<file path="src/rtl/capture_dump_pkg.sv">
// Shared types and constants for the capture RAM dump engine.
// The optional header byte is enabled with the CAPTURE_DUMP_HDR_EN macro.
package capture_dump_pkg;

  localparam int DEPTH_DEF = 512;
  localparam int AW_DEF    = 9;

  localparam logic [5:0] HDR_PREFIX = 6'b101010;

  typedef enum logic [2:0] {
    IDLE,
`ifdef CAPTURE_DUMP_HDR_EN
    HDR,
`endif
    RD,
    LATCH,
    SEND,
    WAIT_TX,
    FIN
  } state_t;

  function automatic logic [2:0] ch_onehot(input logic [1:0] ch);
    return 3'b001 << ch;
  endfunction

endpackage

</file>
<file path="src/rtl/capture_dump.sv">
// Streams one channel of the capture RAM to a byte transmitter, oldest sample first.
// Defining CAPTURE_DUMP_HDR_EN prepends a {HDR_PREFIX, channel} header byte.
module capture_dump
  import capture_dump_pkg::*;
#(
  parameter int DEPTH = DEPTH_DEF,
  parameter int AW    = AW_DEF
) (
  input  logic          clk,
  input  logic          rst_n,
  input  logic          dump,
  input  logic [1:0]    dump_ch,
  input  logic [AW-1:0] trace_end,
  input  logic [7:0]    rdata,
  input  logic          tx_done,
  output logic [AW-1:0] ram_addr,
  output logic [2:0]    ram_en,
  output logic [7:0]    tx_data,
  output logic          trmt,
  output logic          busy,
  output logic          dump_fin
);

  localparam logic [AW:0] LAST_CNT = (AW+1)'(DEPTH - 1);

  state_t      state;
  logic [1:0]  ch;
  logic [AW:0] byte_cnt;

  // Strobes are registered and asserted on entry to the state that owns them.
  always_ff @(posedge clk or negedge rst_n) begin
    if (!rst_n) begin
      state    <= IDLE;
      ch       <= 2'd0;
      byte_cnt <= '0;
      ram_addr <= '0;
      ram_en   <= 3'b000;
      tx_data  <= 8'h00;
      trmt     <= 1'b0;
      busy     <= 1'b0;
      dump_fin <= 1'b0;
    end else begin
      ram_en   <= 3'b000;
      trmt     <= 1'b0;
      dump_fin <= 1'b0;
      case (state)
        IDLE: begin
          if (dump && dump_ch != 2'd3) begin
            ch       <= dump_ch;
            ram_addr <= trace_end + 1'b1;
            byte_cnt <= '0;
            busy     <= 1'b1;
`ifdef CAPTURE_DUMP_HDR_EN
            tx_data  <= {HDR_PREFIX, dump_ch};
            trmt     <= 1'b1;
            state    <= HDR;
`else
            ram_en   <= ch_onehot(dump_ch);
            state    <= RD;
`endif
          end
        end
`ifdef CAPTURE_DUMP_HDR_EN
        HDR: begin
          if (tx_done) begin
            ram_en <= ch_onehot(ch);
            state  <= RD;
          end
        end
`endif
        RD: state <= LATCH;
        LATCH: begin
          tx_data <= rdata;
          trmt    <= 1'b1;
          state   <= SEND;
        end
        SEND: state <= WAIT_TX;
        WAIT_TX: begin
          if (tx_done) begin
            byte_cnt <= byte_cnt + 1'b1;
            ram_addr <= ram_addr + 1'b1;
            if (byte_cnt == LAST_CNT) begin
              dump_fin <= 1'b1;
              state    <= FIN;
            end else begin
              ram_en <= ch_onehot(ch);
              state  <= RD;
            end
          end
        end
        FIN: begin
          busy  <= 1'b0;
          state <= IDLE;
        end
        default: state <= IDLE;
      endcase
    end
  end

endmodule

</file>
<file path="config.mk">
export PLATFORM = sky130hd
export DESIGN_NAME = capture_dump
export DESIGN_NICKNAME = d
export VERILOG_FILES = /design/src/rtl/capture_dump_pkg.sv /design/src/rtl/capture_dump.sv
export SDC_FILE = /design/constraint.sdc
export NUM_CORES = 1
export LEC_CHECK = 0
export BUFFER_PORTS_ARGS = -buffer_cell sky130_fd_sc_hd__buf_2
export CORE_MARGIN = 4
export CORE_UTILIZATION = 33
export DETAILED_ROUTE_END_ITERATION = 7
export REMOVE_ABC_BUFFERS = 1
export SLEW_MARGIN = 20
export SYNTH_ARGS = -nofsm -noshare
export SYNTH_HDL_FRONTEND = slang
export SYNTH_SLANG_ARGS = --single-unit
</file>
<file path="constraint.sdc">
create_clock -name clk -period 4.3 [get_ports clk]
set_input_delay 0 -clock clk [delete_from_list [all_inputs] [get_ports clk]]
set_output_delay 0 -clock clk [all_outputs]
set_load 0.01 [all_outputs]
</file>
==> summary.txt, run 1 <==
Status
  – Status: complete, no violations

Worst setup path
  – Crit path max-delay family: simple AND/OR/NAND/NOR gates
  – Buffers & Inverters on Critical Path: 0
  – Reg2reg start: state[2]$_DFFE_PN0P_
  – R2R setup slack: 1.71 ns
  – Critical Path AT: roughly 2.8 ns
  – Worst path cell trace: or3b_1, nand2_1, nand2_1, ha_1, and3_1, and4_1, or2_0, a211oi_1
  – R2R cell count: 8
  – Critical Path Stages: 8
  – Required @ worst endpoint: around 4.5 ns
  – Reg-to-reg endpoint: ram_addr[8]$_DFFE_PN0P_
  – Crit Path Max Fanout: 15
  – Critical Path Sink Type: flop
  – CP max-delay cell: or3b_1
  – Worst setup SP type: flop
  – CP peak stage delay: 0.60 ns
  – Crit Path Class: flop to flop
  – Worst path most repeated cell: nand2_1

STA
  – Unrepaired setup endpoints after global routing: no
  – Final slew viol count: 0
  – Final setup TNS: 0 ns
  – Final Hold Viols: 0
  – Max_slew headroom: a little over two fifths
  – F_max: slightly below 0.4 GHz
  – Setup violators final: 0
  – Worst-margin pin slew: between 0.8 and 0.9 ns
  – Min Clock Period, post-route: 2.59 ns
  – Layout Skew: just over 0.005 ns
  – Fin crit share: 60.2%

Die
  – Die Wd: between 80 and 90 um
  – Initial core utilization: approximately 34%
  – Die area: roughly 7400 sq um
  – DIE HEIGHT: about 86 um
  – # rows: 28
  – Ports: 46
  – Core area: just under 6000 sq um

Cells and area
  – FF/Latch Area: roughly 950 sq um
  – Area taken by multi-input logic gates: between 900 and 1000 sq um
  – Number of fill cells: roughly 580
  – Post-route insts no fill: 340
  – NumNets Final: a little under 300
  – Share of cells above drive strength 1: between 20% and 30%
  – Area Overhead vs Synth: 24.5%
  – Antenna Cells: 0

Pwr
  – Pwr/cell area: around 580 nW/um^2
  – Worst VDD drop: 286 uV
  – Lkg Pwr: 1.11 nW

Synth
  – Post-synth EDFFs: 0
  – Seq/Total Area, Yosys: between 40% and 50%
  – Post-Synth Adder-Cell Area: 1.24%
  – Yosys warnings: 0
  – Synthesized area per cell: between 9 and 10 sq um
  – Register bit total from synthesis: 38
  – XOR/XNOR Fraction of Synth Area: under 10%
  – Compound-Gate Fraction of Synth Area: roughly 17%
  – Post-Synthesis Cell Area: between 2000 and 2500 sq um
  – Top FF cell, synth: dfrtp_1
  – Multiplexer share of the synthesized area: between 4 and 5%
  – Netlist cell types: 48
  – Fraction of registers with async set/reset: 100%
  – Largest family of logic cells by synthesized area: simple AND/OR/NAND/NOR gates
  – Mapped Cells: ~210
  – Simple-Gate Fraction of Synth Area: a little over a fifth

Clock network
  – Clock Latency Late Sink: about 0.29 ns
  – Clk slew on worst S/H paths: 0.08 ns
  – CTS tree: built
  – Post-CTS Setup Inserts: 0
  – Root buffer cell: clkbuf_8
  – PostCTS Resize Cnt: 0
  – # H-tree levels: 2
  – Clock Tree Buf Depth: 2
  – Sink Count: 38
  – CTS Buf Count: 5

Place
  – Port buffer count: 45
  – Placed cells: 320
  – GPL Wtd Cong: ~0.83
  – Dpl hpwl: ~3400 um

GRT
  – First-pass GRT wire length: ~8300 um
  – Antenna violations before repair: 0
  – Largest net degree at the start of global routing: 39
  – Vias in the first global route: ~1700
  – GR Util All Layers: approximately 14%
  – Total grt overflow: 0

Min path
  – Hold path cells: 2
  – Hold_sp: dump_ch[0]
  – Hold Path End: ch[0]$_DFFE_PN0P_
  – Hold/Removal Path Class: input port to flop

Route
  – Initial DRT Pass Iterations: 4
  – DRC: 0
  – Detail Route Antenna Nets: 0
  – Routed vias: ~1800
  – Initial DRC count: roughly 110
  – Vias per cell: 5.19
  – Drt wl/cell: 14.3 um
  – Final wirelength: between 4000 and 5000 um

Job
  – Max-cap check violation count: 0
## placed cells by master (no fill, tap or decap), types with 2 or more instances in the layout
master	count
a211oi_1	4
a21o_1	2
a21oi_1	10
a22o_1	3
a31oi_1	4
and2_1	3
and3_1	3
and4_1	2
buf_2	45
clkbuf_8	5
clkinvlp_4	2
dfrtp_1	38
dlygate4sd3_1	12
ha_1	2
inv_1	8
mux2_2	8
nand2_1	25
nand3_1	9
nand4_1	6
nor2_1	11
nor3_1	4
nor3_2	2
nor4_1	3
o21ai_0	16
o31ai_1	4
or3_1	2
or4_1	3
xnor2_1	5
xor2_1	3
## synth_stat cells, types with 2 or more instances
cell	number	area (sq um)
inv_1	8	30.0
nor3_1	4	20.0
or4_1	3	22.5
o21ai_0	16	80.1
a211oi_1	4	30.0
nand4_1	6	37.5
or3_1	2	12.5
nand3_1	9	45.0
nor4_1	3	18.8
nor3_2	2	20.0
and4_1	2	17.5
a22o_1	3	26.3
buf_2	2	10.0
clkbuf_1	4	15.0
a21oi_1	10	50.1
xnor2_1	5	43.8
a21o_1	2	15.0
xor2_1	3	26.3
and2_1	3	18.8
buf_6	3	33.8
and3_1	3	18.8
nor2_1	11	41.3
nand2_1	25	93.8
ha_1	2	25.0
mux2_2	8	90.1
o31ai_1	4	30.0
dfrtp_1	38	951
a31oi_1	4	25.0
## report_power, final
part | switching, mW | leakage [nW] | internal, mW
sequential | 0.133 | 0.478 | 0.477
clock | 0.135 | 0.0504 | 0.173
combinational | 0.297 | 0.583 | 0.248
total | 0.565 | 1.11 | 0.897
## worst max path at each step
stage | from | to | slack (ns)
detailed placement | state[2]$_DFFE_PN0P_ | ram_addr[8]$_DFFE_PN0P_ | 1.74
CTS | state[2]$_DFFE_PN0P_ | ram_addr[8]$_DFFE_PN0P_ | 1.72
global route | state[2]$_DFFE_PN0P_ | ram_addr[8]$_DFFE_PN0P_ | 1.50
global placement | state[2]$_DFFE_PN0P_ | ram_addr[8]$_DFFE_PN0P_ | 1.82
floorplan | state[2]$_DFFE_PN0P_ | ram_addr[8]$_DFFE_PN0P_ | 1.98
finish | state[2]$_DFFE_PN0P_ | ram_addr[8]$_DFFE_PN0P_ | 1.71
## state kept, by name, summed over array words and instances, names as in the netlist
name	count
dump_fin	1
ram_addr	9
ch	2
trmt	1
busy	1
state	3
ram_en	3
byte_cnt	10
tx_data	8
## cell families (layout without fill, tap and decap cells)
kind of cell | after synthesis | in the layout
AND/OR/NAND/NOR | 82 | 82
AO/OA/AOI/OAI | 52 | 52
flip-flops | 38 | 38
buffers and inverters | 18 | 74
multiplexers | 9 | 9
XOR/XNOR | 8 | 8
adder cells (fa/ha/maj) | 2 | 2
## routing by layer
layer	track usage, %	wire length, um
met1	18.8	2290
met2	22.4	2290
met3	3.23	199
met4	5.52	82
met5	0	0
## stage by stage
| stage | cell area (sq um) | setup slack [ns] | power (mW) | hold slack (ns) | utilization (%) |
|---|---|---|---|---|---|
| 6_report | 2510 | 1.71 | 1.46 | 0.0179 | 42.5 |
| 5_1_grt | 2510 | 1.50 | 1.58 | 0.0178 | 42.5 |
| 3_3_place_gp | 2280 | 1.82 | 1.14 | 0.162 | 38.5 |
| 3_5_place_dp | 2280 | 1.74 | 1.16 | 0.167 | 38.5 |
| 2_1_floorplan | 1950 | 1.98 | 0.940 | -0.296 | - |
| 4_1_cts | 2510 | 1.72 | 1.48 | 0.00380 | 42.5 |
## final cells by class
type	instances	area share [%]
clock buffer	5	2.74
clock inverter	3	1.79
inverter	8	1.19
multi-input combinational	153	38.7
sequential	38	37.8
tap	75	3.73
timing repair buffer	58	14.0
## repair_timing
action	CTS	global route
hold endpoints to repair	50	0
hold buffers	12	0
setup endpoints to repair	0	0
No activity file was read; power rests on OpenSTA's default activity.
==> inputs of run 2 (changes only) <==
clock period = 2.58 ns   (was 4.3 ns; I/O delays follow)
==> summary.txt, run 2 (synthesis results as in run 1) <==
Route
  – Routed vias: between 1500 and 2000
  – Vias per cell: just over 5
  – Drt wl/cell: 14.6 um
  – Initial DRC count: 60
  – DRC: 0
  – Final wirelength: 5010 um
  – Initial DRT Pass Iterations: 4
  – Detail Route Antenna Nets: 0

Worst setup path
  – R2R setup slack: 0.26 ns
  – Required @ worst endpoint: roughly 2.8 ns
  – Reg2reg start: state[1]$_DFFE_PN0P_
  – Crit path max-delay family: simple AND/OR/NAND/NOR gates
  – CP max-delay cell: dfrtp_1
  – Critical Path AT: around 2.5 ns
  – Worst setup SP type: flop
  – Buffers & Inverters on Critical Path: 0
  – Crit Path Max Fanout: 10
  – Reg-to-reg endpoint: ram_addr[8]$_DFFE_PN0P_
  – R2R cell count: 8
  – Critical Path Sink Type: flop
  – Crit Path Class: flop to flop
  – Worst path cell trace: or3b_1, nand2_1, nand2_1, ha_1, and3_1, and4_1, or2_0, a211oi_1
  – Worst path most repeated cell: nand2_1
  – CP peak stage delay: approximately 0.49 ns

Pwr
  – Lkg Pwr: 1.14 nW
  – Pwr/cell area: 973 nW/um^2
  – Worst VDD drop: approximately 420 uV

Clock network
  – Clk slew on worst S/H paths: around 0.08 ns
  – CTS Buf Count: 5
  – Sink Count: 38
  – Clock Tree Buf Depth: 2
  – Clock Latency Late Sink: just under 0.3 ns
  – Post-CTS Setup Inserts: 0
  – CTS tree: built
  – PostCTS Resize Cnt: 0
  – Root buffer cell: clkbuf_8
  – # H-tree levels: 2

STA
  – Final Hold Viols: 0
  – Max_slew headroom: between 40% and 50%
  – Fin crit share: roughly nine tenths
  – F_max: 0.431 GHz
  – Layout Skew: roughly 0.013 ns
  – Fin worst setup slack: ~0.26 ns
  – Min Clock Period, post-route: about 2.3 ns
  – Final slew viol count: 0
  – Worst-margin pin slew: around 0.87 ns
  – Unrepaired setup endpoints after global routing: no
  – Setup violators final: 0
  – Final setup TNS: 0 ns

Cells and area
  – Antenna Cells: 0
  – Final Instance Area: between 2000 and 3000 sq um
  – Commonest non-fill, non-tap cells in the layout: 45 x buf_2, 38 x dfrtp_1, 25 x nand2_1, 16 x o21ai_0, 12 x dlygate4sd3_1
  – Largest register FFs: 10
  – NumNets Final: 293
  – Post-route insts no fill: 343
  – Share of cells above drive strength 1: a little over a quarter
  – Largest regs: byte_cnt (10), ram_addr (9), tx_data (8)
  – Biggest register: byte_cnt
  – Most common cell after layout, fill and taps aside: buf_2
  – Area Overhead vs Synth: 25.9%

Place
  – Port buffer count: 45
  – GPL Wtd Cong: roughly 0.86
  – Pre-CTS setup slack: about 0.27 ns
  – Dpl hpwl: between 3000 and 4000 um
  – Placed cell areas: approximately 2300 sq um
  – Placed cells: 324

Die
  – # rows: 28
  – Initial core utilization: 34.1%
  – Die area: around 7400 sq um
  – Core area: just under 6000 sq um
  – Die Wd: approximately 86 um
  – DIE HEIGHT: 86.3 um
  – Ports: 46

GRT
  – Largest net degree at the start of global routing: 39
  – Antenna violations before repair: 0
  – Vias in the first global route: between 1500 and 2000
  – Total grt overflow: 0
  – GR Util All Layers: between 10 and 15%
  – First-pass GRT wire length: around 8300 um

Job
  – Max-cap check violation count: 0

Status
  – Status: complete, no violations

Min path
  – Hold_sp: dump_ch[0]
  – Hold path cells: 2
  – Hold/Removal Path Class: input port to flop
  – Hold Path End: ram_en[1]$_DFF_PN0_
run 2: worst max-delay path by stage:
stage | startpoint | end | slack (ns) | cells after the start
after global routing | state[1]$_DFFE_PN0P_ | ram_addr[8]$_DFFE_PN0P_ | 0.11 | 8
after floorplan | state[2]$_DFFE_PN0P_ | ram_addr[8]$_DFFE_PN0P_ | 0.26 | 8
after detailed placement | state[1]$_DFFE_PN0P_ | ram_addr[8]$_DFFE_PN0P_ | 0.27 | 8
final | state[1]$_DFFE_PN0P_ | ram_addr[8]$_DFFE_PN0P_ | 0.26 | 8
after global placement | state[1]$_DFFE_PN0P_ | ram_addr[8]$_DFFE_PN0P_ | 0.34 | 8
after CTS | state[1]$_DFFE_PN0P_ | ram_addr[8]$_DFFE_PN0P_ | 0.26 | 8
run 2: stage by stage:
| step | util (%) | hold WS [ns] | total power, mW |
|---|---|---|---|
| after global routing | 43.0 | 0.0357 | 2.66 |
| after detailed placement | 39.0 | 0.174 | 1.95 |
| after CTS | 43.0 | 0.0183 | 2.48 |
| after global placement | 39.0 | 0.166 | 1.93 |
| final | 43.0 | 0.0228 | 2.48 |
| after floorplan | - | -0.296 | 1.57 |
run 2: area by class of cell:
type	count	area, sq um
Fill cell	571	3380
Multi-Input combinational cell	153	973
Sequential cell	38	951
Timing Repair Buffer	62	383
Tap cell	75	93.8
Clock buffer	6	82.6
Clock inverter	1	30.0
Inverter	8	30.0
run 2: timing repair:
action                                  CTS  global route
endpoints found under the hold margin    49             0
hold buffers                             12             0
endpoints found under the setup margin    0             0
run 2: layer usage:
layer  wire [um]  vias to the layer above  global-route usage, %  part of all wire, %
met2        2390                       44                   22.6                   48
met3         288                        2                   2.85                  5.8
li1            -                      879                      -                    -
met1        2290                      848                   18.6                   46
met4          39                        0                   4.53                 0.78
met5           0                        -                      0                    0
run 2: power by group:
group	switching (mW)	internal, mW	leakage (nW)	total, mW
sequential	0.205	0.795	0.478	1.00
combinational	0.526	0.431	0.602	0.956
clock	0.210	0.310	0.0573	0.520
total	0.941	1.54	1.14	2.48
